==> config.mk <==
export PLATFORM = sky130hd
export DESIGN_NAME = rr_arb4_2x
export DESIGN_NICKNAME = d
export VERILOG_FILES = /design/src/rtl/rr_arb4_2x.sv
export SDC_FILE = /design/constraint.sdc
export NUM_CORES = 1
export LEC_CHECK = 0
export ABC_AREA = 1
export BUFFER_PORTS_ARGS = -buffer_cell sky130_fd_sc_hd__buf_2
export CAP_MARGIN = 10
export CORE_AREA = 10 10 48 50
export DETAILED_ROUTE_END_ITERATION = 12
export DIE_AREA = 0 0 58 60
export PLACE_DENSITY_LB_ADDON = 0.08
export SLEW_MARGIN = 10
export SYNTH_ARGS = -nofsm -noshare
export SYNTH_HDL_FRONTEND = slang
export SYNTH_SLANG_ARGS = --single-unit
==> constraint.sdc <==
create_clock -name CLK -period 1.79 [get_ports CLK]
set_clock_uncertainty 0.1 [all_clocks]
set_input_delay 0.0895 -clock CLK [delete_from_list [all_inputs] [get_ports CLK]]
set_output_delay 0.0895 -clock CLK [all_outputs]
set_load 0.05 [all_outputs]
==> src/rtl/rr_arb4_2x.sv <==
// rr_arb4_2x: four-requester round-robin arbiter with registered, non-preemptive grants.
//
// Ports
//   CLK     in   clock, all state on rising edge
//   RSTB    in   asynchronous active-low reset
//   REQ     in   [3:0] level requests, REQ[i] for requester i
//   DONE    in   current owner releases the grant (ignored while idle)
//   GNT     out  [3:0] registered one-hot grant, or zero
//   GNT_ID  out  [1:0] registered owner index, 0 when idle
//   BUSY    out  registered, high while a grant is held
//   TMO     out  registered one-cycle forced-release pulse
//
// Parameter
//   TMO_CYC 4-bit maximum grant hold in cycles (1..15); only used with the timeout option.
//
// Configuration macro
//   RR_ARB4_TMO_EN  when defined, adds a hold counter that forces release after TMO_CYC
//                   grant cycles and pulses TMO. When undefined, TMO is tied low and a
//                   grant is held until DONE or the owner drops its request.
//
// Every release returns to IDLE for at least one cycle, so grants are never back-to-back.
module rr_arb4_2x #(
  parameter logic [3:0] TMO_CYC = 4'd15
) (
  input  logic       CLK,
  input  logic       RSTB,
  input  logic [3:0] REQ,
  input  logic       DONE,
  output logic [3:0] GNT,
  output logic [1:0] GNT_ID,
  output logic       BUSY,
  output logic       TMO
);

  typedef enum logic {StIdle, StGrant} state_e;

  state_e     r_state;
  logic [1:0] r_ptr;
  logic [3:0] r_gnt;
  logic [1:0] r_gnt_id;
  logic       r_busy;

  logic [1:0] w_pick;
  logic [1:0] w_idx;
  logic       w_release;

  // Rotating priority search starting at r_ptr. Scanning from the farthest
  // offset back to offset 0 lets the closest set request win.
  always_comb begin
    w_pick = 2'd0;
    w_idx  = 2'd0;
    for (int k = 3; k >= 0; k--) begin
      w_idx = r_ptr + 2'(k);
      if (REQ[w_idx]) begin
        w_pick = w_idx;
      end
    end
  end

  // Normal release: explicit DONE or the owner withdrew its request.
  assign w_release = DONE | ~REQ[r_gnt_id];

`ifdef RR_ARB4_TMO_EN
  logic [3:0] r_cnt;
  logic       r_tmo;
  logic [3:0] w_cnt_inc;

  assign w_cnt_inc = r_cnt + 4'd1;

  always_ff @(posedge CLK or negedge RSTB) begin
    if (!RSTB) begin
      r_state  <= StIdle;
      r_ptr    <= 2'd0;
      r_gnt    <= 4'b0000;
      r_gnt_id <= 2'd0;
      r_busy   <= 1'b0;
      r_cnt    <= 4'd0;
      r_tmo    <= 1'b0;
    end else begin
      r_tmo <= 1'b0;
      case (r_state)
        StIdle: begin
          if (|REQ) begin
            r_state  <= StGrant;
            r_gnt    <= 4'b0001 << w_pick;
            r_gnt_id <= w_pick;
            r_busy   <= 1'b1;
            r_ptr    <= w_pick + 2'd1;
            r_cnt    <= 4'd0;
          end
        end
        StGrant: begin
          if (w_release) begin
            r_state  <= StIdle;
            r_gnt    <= 4'b0000;
            r_gnt_id <= 2'd0;
            r_busy   <= 1'b0;
          end else if (w_cnt_inc == TMO_CYC) begin
            // Hold limit reached with the owner still active: force release.
            r_state  <= StIdle;
            r_gnt    <= 4'b0000;
            r_gnt_id <= 2'd0;
            r_busy   <= 1'b0;
            r_tmo    <= 1'b1;
          end else begin
            r_cnt <= w_cnt_inc;
          end
        end
        default: r_state <= StIdle;
      endcase
    end
  end

  assign TMO = r_tmo;
`else
  // Keeps the parameter referenced when the timeout option is compiled out.
  logic w_unused_tmo_cyc;
  assign w_unused_tmo_cyc = ^TMO_CYC;

  always_ff @(posedge CLK or negedge RSTB) begin
    if (!RSTB) begin
      r_state  <= StIdle;
      r_ptr    <= 2'd0;
      r_gnt    <= 4'b0000;
      r_gnt_id <= 2'd0;
      r_busy   <= 1'b0;
    end else begin
      case (r_state)
        StIdle: begin
          if (|REQ) begin
            r_state  <= StGrant;
            r_gnt    <= 4'b0001 << w_pick;
            r_gnt_id <= w_pick;
            r_busy   <= 1'b1;
            r_ptr    <= w_pick + 2'd1;
          end
        end
        StGrant: begin
          if (w_release) begin
            r_state  <= StIdle;
            r_gnt    <= 4'b0000;
            r_gnt_id <= 2'd0;
            r_busy   <= 1'b0;
          end
        end
        default: r_state <= StIdle;
      endcase
    end
  end

  assign TMO = 1'b0;
`endif

  assign GNT    = r_gnt;
  assign GNT_ID = r_gnt_id;
  assign BUSY   = r_busy;

endmodule

# ---- Word level (Yosys, flattened, before mapping)
# Cells that the tools add are included.
dict set report word_totals {
  input_bits 7
  word_cells 49
  reg_bits 10
  out_inout_bits 8
}
dict set report classes {
  bitwise_logic 3
  reduce_logical 3
  order_cmp 5
  muxes 26
  n_eq_ne 2
  shift 1
  n_addsub 4
}
# op count
set ops {}
lappend ops {{$lt 2x3->1 const B} 5}
lappend ops {{$mux 2} 6}
lappend ops {{$bmux 1 s2} 5}
lappend ops {{$mux 1} 9}
lappend ops {{$mux 4} 2}
lappend ops {{$pmux 4 s2} 1}
lappend ops {{$add 2x1->2 const B} 2}
lappend ops {{$add 2x2->2 const B} 2}
lappend ops {{$pmux 1 s2} 2}
lappend ops {{$pmux 2 s2} 1}
lappend ops {{$reduce_and 2->1} 2}
lappend ops {{$reduce_or 4->1} 1}
lappend ops {{$shl 1x2->4 const A} 1}
lappend ops {{$ne 2x1->1 const B} 1}
lappend ops {{$ne 2x2->1 const B} 1}
lappend ops {{$not 1->1} 2}
lappend ops {{$or 1x1->1} 1}

# ---- Depth between registers and ports, before layout
# Gate-level depths: netlist of run 1.
dict set report logic_depth {
  ltp_word 10
  ltp_mapped 13
  depth_no_buf 12
}

# ---- Worst setup path before layout of run 1
# OpenSTA, ideal clock, no wires.
dict set report synth_path {
  kind {reg-to-reg}
  from {reg r_ptr[0]}
  to {reg r_ptr[1]}
  path_stages_with_launch 11
  arrival_time_ns 1.377
  path_buffers 1
  setup_time_ns 0.126
  t_required_ns 1.564
  synth_period_minus_slack_ns 1.604
  path_slack_ns 0.186
  cell_sequence {dfrtp_1 > buf_6 > o21ai_1 > nand2_1 > nand3_2 > nand2_1 > nand2_2 > nand2_2 > ha_1 > nand2_1 > o21ai_0}
}
dict set report synth_between {
  elab_chain_cells 8
  word_cells_on_any_way 16
  cone_classes {4 x add/sub; 12 x mux}
}
# element line_no
set synth_rtl {}
lappend synth_rtl {{start, declared} 38} ;# logic [1:0] r_ptr;
lappend synth_rtl {{start signal, assigned} 135} ;# r_ptr <= w_pick + 2'd1;
lappend synth_rtl {{$add 2x2->2} 53} ;# w_idx = r_ptr + 2'(k);
lappend synth_rtl {{$bmux 1 s2} 54} ;# if (REQ[w_idx]) begin
lappend synth_rtl {{$mux 1 (not written as such)} 54}
lappend synth_rtl {{$mux 2 (3 in series)} 54}
lappend synth_rtl {{$mux 2 (*)} 54}
lappend synth_rtl {{$add 2x1->2 (*)} 135}
# Mark *: on every way between the ends. The rest lies on a longest branch, timed or not. The select of a mux whose other input is x is not followed.
# A chain may end at the register's enable or synchronous reset.

# ---- Worst setup path after layout of run 1
# Same ends and word-level chain as after synthesis.

==> flow_results.org, run 1 <==
** Yosys
- The most used flip-flop cell after synthesis is dfrtp_1.
- After synthesis the netlist holds a flip-flop and latch count of 10.
- Summing the areas of all fa, ha and maj instances in the mapped netlist gives under 10% of the synthesized area.
- Area share of and/or/nand/nor cells after synthesis :: roughly two fifths
- Ys async rst share :: 100%
- Synthesized netlist cell count :: 97
- Dividing the synthesized area by the synthesized cell count gives about 7 µm².
- Measured against the total synthesized area, the mux share comes to 0%.
- For this run, the number of Yosys warnings is 0.
- Sequential fraction of the synthesis area :: 36.8%
- EDFF count, synth :: 0
- Of the total synthesized cell area, the portion taken by XOR and XNOR cells is 0%.
- Yosys mapped the design onto 20 distinct sky130hd cell types.
- Combinational family with the most area after synthesis :: simple AND/OR/NAND/NOR gates
- Synthesis produced a netlist with a net count of between 100 and 150.
- The synthesized netlist devotes between 6 and 7% of its cell area to compound gates.
- The mapped netlist covers approximately 680 µm².

** Power and ir drop
- Summed over all cells, the static leakage comes to just over 0.5 nW.
- Power spread over the standard cell area amounts to 2140 nW/µm².
- Summing internal, switching and leakage power gives around 0.0019 W.
- Worst voltage drop across the vdd grid :: 1.14 mV

** Clock tree
- CTS built an H-tree with a depth of 1.
- Clock buffers created by TritonCTS :: 3
- TritonCTS built the clock tree.
- Maximum clock insertion buffer count :: 2
- Clock slew seen by the registers of the worst setup and hold paths :: about 70 ps
- Number of clock sinks seen by CTS :: 10
- Root Driver :: clkbuf_4
- Insertion delay of the later-clocked pin in the worst-skew pair :: 260 ps

** Critical path
- Traced cell by cell, the critical path runs through buf_4 -> inv_4 -> nand3_2 -> and2_4 -> nand3_2 -> nand2_1 -> nand2_2 -> nand2_4 -> ha_1 -> nand2_1 -> o21ai_1.
- The critical path is of the flop to flop type.
- The slowest stage of the critical path is the dfrtp_2 cell.
- Arrival @ worst endpoint :: around 1800 ps
- Cells on worst reg2reg path :: 11
- Along the worst path, the maximum fanout reaches 4.
- Largest stage delay on the critical path :: between 400 and 500 ps
- For the worst setup path, the data required time is around 1800 ps.
- STA classifies the critical path endpoint as a flop.
- STA classifies the critical path startpoint as a flop.

** Place
- Placed standard-cell area :: 754 µm²
- HPWL reported at the end of detailed placement :: 1280 µm
- During placement, the flow inserted port buffers numbering 13.
- Including well taps, the total number of placed cells is 125.
- Routability-driven placement finished with a final weighted congestion of between 0.8 and 0.9.
- OpenSTA, run right after detailed placement, puts the worst setup slack at 4.66 ps.

** Outcome
- Status :: completed

** Timing
- Setup violations remaining at the end of the flow were counted as 0.
- For the final routed database, the setup TNS stands at 0 ps.
- The final hold violation count is 0.
- In the finished design, the share of the clock period the worst path needs comes to 96.3%.
- Maximum clock rate :: 580 MHz
- Setup repair after global routing could not meet its margin everywhere.
- The count of pins over their slew limit is 0.
- Setup slack on the critical path of the routed design comes to 65.7 ps.
- Minimum period implied by the final worst setup slack :: roughly 1700 ps

** Drt
- Initial drt markers :: 7
- Wires add up to between 1500 and 2000 µm.
- Via Count :: about 650
- After detailed routing, the number of vias per cell comes to just under 5.
- DRC violation count after routing :: 0
- Drt wl/cell :: between 10 and 15 µm
- Final ANT Viol Nets :: 0
- For this run, the detailed router's first-pass iteration total came to 2.

** GRT
- For this run, the total global-route usage over all layers was measured as a little under a tenth.
- Entering global routing, the biggest net connects 11 pins.
- Met2 Track Usage GR :: approximately 17%
- Met3 Use GR :: approximately 2.3%
- Antenna violations before repair :: 0
- First-pass GRT wire length :: around 2700 µm
- The via count of the first global-routing pass was roughly 650.
- In this run the most used layer during global routing was met2.
- For met1 alone, demand over resource in global routing was about 10%.
- Summed over all layers, the global routing overflow is 0.

** Min path
- Counting instances, the worst hold path has a depth of 4.
- HP Class :: input port to flop

** Cells and area
- Number of diodes added for antenna fixing :: 0
- For this run, the post-layout net count is about 130.
- After routing the design area is between 800 and 900 µm².
- Non-filler cells in the finished layout :: ~130
- Share of post-route cells with drive strength above 1 :: approximately two fifths
- Area added between synthesis and finish :: 29.6%

** Die
- Row count :: 14
- The floorplan step set the die width to between 50 and 60 µm.
- Die height :: 60 µm
- The total area inside the core boundary comes to roughly 1400 µm².
- The initial utilization of the core area, before any placement, comes to a little under half.
- In this run the count of I/O pins placed on the die edge is 15.
- The die covers 3480 µm².

** Job
- Maxcap violations :: 0
-- through the flow --
step | hold WS [ps] | util (%)
global route | 102 | 61.4
floorplan | -306 | -
finish | 78.4 | 61.4
detailed placement | -137 | 52.5
global placement | -142 | 52.5
CTS | 79.7 | 55.8
-- sequential cells by signal, indices dropped and copies added, names as in the netlist --
name / flops
r_ptr: 2
GNT_ID: 2
r_state: 1
GNT: 4
BUSY: 1
-- path summary, 6_finish.rpt --
kind	slack, ps	end	from
max in group asynchronous	1260	r_ptr[0]$_DFFE_PN0P_	RSTB
worst min-delay path	80	r_state$_DFF_PN0_	DONE
worst max register to register	70	r_ptr[1]$_DFFE_PN0P_	r_ptr[0]$_DFFE_PN0P_
worst max-delay path	70	r_ptr[1]$_DFFE_PN0P_	r_ptr[0]$_DFFE_PN0P_
min in group asynchronous	110	GNT_ID[0]$_DFFE_PN0P_	RSTB
worst min register to register	370	GNT[3]$_DFFE_PN0P_	GNT[3]$_DFFE_PN0P_
-- cell type report --
class / count / area (µm²)
Clock buffer: 4 / 36.3
Fill cell: 137 / 554
Inverter: 12 / 50.0
Multi-Input combinational cell: 73 / 420
Sequential cell: 10 / 253
Tap cell: 16 / 20.0
Timing Repair Buffer: 18 / 103
-- report_power, final --
part / switching [W] / internal, W / leakage [nW]
logic: 0.000839 / 0.000424 / 0.364
registers: 0.0000901 / 0.000330 / 0.123
clock network: 0.0000796 / 0.000123 / 0.0210
-- logic make-up after synthesis --
kind of cell    Yosys count
flops                    10
fa+ha+maj                 4
buf+inv                  14
other cells               1
simple gates             62
compound gates            6
-- critical path, delay by kind of cell (launching register included) --
family / cells / cell delay, ps
buf+inv: 2 / 210
compound gates: 1 / 50
simple gates: 7 / 570
fa+ha+maj: 1 / 280
flops: 1 / 410
-- layer usage --
layer	part of all wire, %	up-vias
met5	0	-
met4	0	0
met3	4.0	0
met2	52	9
met1	44	302
li1	-	338
-- timing repair --
action	CTS	global route
endpoints found under the setup margin	2	5
endpoints found under the hold margin	10	0
pin swaps	0	2
hold buffers	1	0
gates resized for setup	1	19
buffers inserted	0	3
-- cells in the mapped netlist, types with 2 or more instances --
master,instances,area [µm²]
dfrtp_1,10,250
ha_1,4,50.1
inv_1,9,33.8
inv_2,2,7.51
nand2_1,45,169
nand2_2,3,18.8
nand3_1,8,40.0
nand4_1,2,12.5
nor2_1,2,7.51
o21ai_0,2,10.0
-- cell usage in the layout, fill, tap and decap left out --
master,instances
o21ai_1,1
o21ai_0,1
inv_2,2
dfrtp_2,2
buf_4,3
inv_1,8
a21oi_1,1
buf_2,14
dfrtp_1,8
o21ai_4,1
nand2_2,8
inv_4,2
a21oi_4,1
conb_1,1
nand2_1,39
and2_4,1
o211ai_1,1
nand3_1,3
nand3_2,6
nand2_4,1
clkbuf_8,1
nand4_1,2
dlygate4sd3_1,1
ha_1,4
nor2_1,2
clkbuf_4,3
(Power assumes the default switching activity.)
==> run 2, diff against run 1 <==
--- a/config.mk
+++ b/config.mk
@@ -8,10 +8,13 @@
 export ABC_AREA = 1
 export BUFFER_PORTS_ARGS = -buffer_cell sky130_fd_sc_hd__buf_2
 export CAP_MARGIN = 10
-export CORE_AREA = 10 10 48 50
+export CELL_PAD_IN_SITES_DETAIL_PLACEMENT = 0
+export CELL_PAD_IN_SITES_GLOBAL_PLACEMENT = 1
+export CORE_AREA = 10 10 57 55
 export DETAILED_ROUTE_END_ITERATION = 12
-export DIE_AREA = 0 0 58 60
+export DIE_AREA = 0 0 67 65
 export PLACE_DENSITY_LB_ADDON = 0.08
+export RECOVER_POWER = 100
 export SLEW_MARGIN = 10
 export SYNTH_ARGS = -nofsm -noshare
 export SYNTH_HDL_FRONTEND = slang
==> flow_results.org, run 2 (synthesis results as in run 1) <==
** Cells and area
- The core occupancy in the finished layout is 44.4% (-17 points).
- Share of post-route cells with drive strength above 1 :: 33.3% (-5.1 points)
- From synthesis to final layout, the design area changed by 32.0%.
- Net count of the finished layout :: 130 (+0.78%)
- The library cell used most frequently in the layout, excluding fill and tap cells, is nand2_1.
- Non-filler cells in the finished layout :: 144 (+8.3%)
- Leaving out fill and tap cells, the most frequent cells in the layout are nand2_1 (42), dfrtp_1 (8), inv_1 (7), clkbuf_1 (7), buf_2 (6).
- Fill cell count :: 217 (+58%)
- Number of diodes added for antenna fixing :: 0 (unchanged)
- The flip-flop count of the largest register after layout came to 4 (unchanged).

** GRT
- Residual overflow from global routing :: 0 (unchanged)
- Total GRT Usage :: 7.63% (-1.7 points)
- The number of antenna violations at the first check in global routing is 0 (unchanged).
- The global-route wire length before repair was 2670 µm (-1.0%).
- The via count of the first global-routing pass is 588 (-8.8%).
- The pin count of the biggest net entering global routing was 11 (unchanged).

** Critical path
- Critical path cell sequence :: buf_6 -> nand3_1 -> and2_4 -> nand3_4 -> nand2_2 -> nand2_2 -> nand2_4 -> buf_6 -> ha_2 -> nand2_1 -> nand2_1
- Critical Setup Path Class :: flop to flop
- The data arrival time of the critical path came to 1770 ps (about the same).
- Largest stage delay on the critical path :: 450 ps (+40 ps)
- Nature of the critical path startpoint :: flop
- The worst setup path is captured at a flop.
- On the critical path, the stage with the largest delay is an instance of dfrtp_2.
- Max FO, Critical Path :: 6 (+2)
- Crit path required time :: 1850 ps (about the same)

** Timing
- In this run the tightest slew margin relative to its limit is 60.2%.
- Max-slew violations :: 0 (unchanged)
- Final setup violation count :: 0 (unchanged)
- The portion of the clock cycle consumed by the worst path in the final layout came to 95.9% (-0.41 points).
- Minimum period implied by the final worst setup slack :: 1720 ps (-7.36 ps)
- Tightest hold margin :: 92.8 ps (+14.4 ps)
- The highest achievable clock rate was 582 MHz (+0.43%).
- Hold Vio Cnt, Final :: 0 (unchanged)
- The total negative setup slack came to 0 ps (unchanged).
- Setup repair after global routing could not meet its margin everywhere.
- At the pin with the least slew margin, the transition time is about 600 ps.

** Drt
- Via Count :: 658 (+1.4%)
- The first-iteration detailed-routing DRC count came to 20 (+13).
- Final ANT Viol Nets :: 0 (unchanged)
- Routed wl met3 :: 114 µm (+65%)
- Drt wl/cell :: 11.7 µm (-10%)
- The via-per-instance ratio is 4.57 (-6.4%).
- The total wire length is 1680 µm (-2.7%).
- First-pass DRT Iterations :: 5 (+3)
- DRC violation count after routing :: 0 (unchanged)
- The wire length on met1 came to 809 µm (+7.0%).
- The met2 wire length is 743 µm (-18%).
- Routed signal wires occupy layers up through met4.

** Place
- Number of buffer cells added on primary ports :: 13 (unchanged)
- The weighted congestion at the end of routability-driven global placement is 0.774 (-13%).
- The number of placed cells counting well taps is 137 (+9.6%).
- HPWL reported at the end of detailed placement :: 1230 µm (-4.5%)

** Clock tree
- Insertion delay of the later-clocked pin in the worst-skew pair :: 260 ps (about the same)
- Root Driver :: clkbuf_4
- TritonCTS built the clock tree.
- Maximum clock insertion buffer count :: 2 (unchanged)
- The clock transition at the registers of the reported paths came to 60 ps (about the same).
- Number of clock sinks seen by CTS :: 10 (unchanged)
- CTS H-tree lvls :: 1 (unchanged)
- Clock buffers created by TritonCTS :: 3 (unchanged)

** Outcome
- Status :: completed

** Die
- The number of ports placed on the die boundary was 15 (unchanged).
- Row count :: 16 (+2)
- The vertical die dimension is 65 µm (+8.3%).
- The core area is 2020 µm² (+41%).
- The die area is 4360 µm² (+25%).
- Effective utilization at floorplan :: 33.7% (-14 points)
- Die X :: 67 µm (+16%)

** Power and ir drop
- The areal power density over the cells was 2160 nW/µm² (+0.80%).
- Worst voltage drop across the vdd grid :: 1.13 mV (-1.1%)
- The post-route total power was 0.00194 W (+2.7%).
- Static Leakage :: 0.477 nW (-6.2%)

** Job
- The number of maximum-capacitance violations was 0 (unchanged).

** Min path
- The worst hold path belongs to the class input port to flop.
-- run 2: what timing repair did --
item | 4_1_cts | 5_1_grt
resized for setup | 0 | 24
hold buffers | 1 | 0
setup buffers | 0 | 3
endpoints found under the hold margin | 10 | 0
setup endpoints to repair | 0 | 5
-- run 2: cell type report --
cell class                      instances  area (µm²)  share of cell area (%)
Multi-Input combinational cell         73         428                    47.6
Sequential cell                        10         253                    28.1
Timing Repair Buffer                   19         111                    12.4
Inverter                               12        50.0                    5.57
Tap cell                               27        33.8                    3.76
Clock buffer                            3        22.5                    2.51
-- run 2: final timing paths --
| check | from | to | slack (ps) | cells after the start |
|---|---|---|---|---|
| max | r_ptr[0]$_DFFE_PN0P_ | GNT[1]$_DFFE_PN0P_ | 70 | 11 |
| min | DONE | r_state$_DFF_PN0_ | 90 | 4 |
| max reg2reg | r_ptr[0]$_DFFE_PN0P_ | GNT[1]$_DFFE_PN0P_ | 70 | 11 |
| min reg2reg | BUSY$_DFFE_PN0P_ | BUSY$_DFFE_PN0P_ | 370 | 2 |
| max in group asynchronous | RSTB | r_ptr[0]$_DFFE_PN0P_ | 940 | 2 |
| min in group asynchronous | RSTB | GNT[1]$_DFFE_PN0P_ | 240 | 2 |
-- run 2: report_power, final --
group	internal [W]	switching [W]
logic	0.000494	0.000849
clock network	0.0000773	0.0000706
registers	0.000331	0.000115
total	0.000902	0.00103
-- run 2: layer usage --
| layer | vias to the layer above | track usage [%] |
|---|---|---|
| met2 | 17 | 11.4 |
| li1 | 341 | - |
| met5 | - | 0 |
| met4 | 0 | 2.31 |
| met1 | 298 | 9.65 |
| met3 | 2 | 3.26 |
-- run 2: worst max-delay path, delay by kind of cell, from the launching register on --
family	cells	cell delay (ps)
buf+inv	2	260
simple gates	8	660
flops	1	450
fa+ha+maj	1	160
-- run 2: per-stage QoR --
step           setup slack, ps  area (µm²)
6_report                  73.1         898
3_5_place_dp              22.7         776
4_1_cts                   9.12         808
5_1_grt                  -25.9         898
3_3_place_gp              46.6         776
2_1_floorplan              186         681
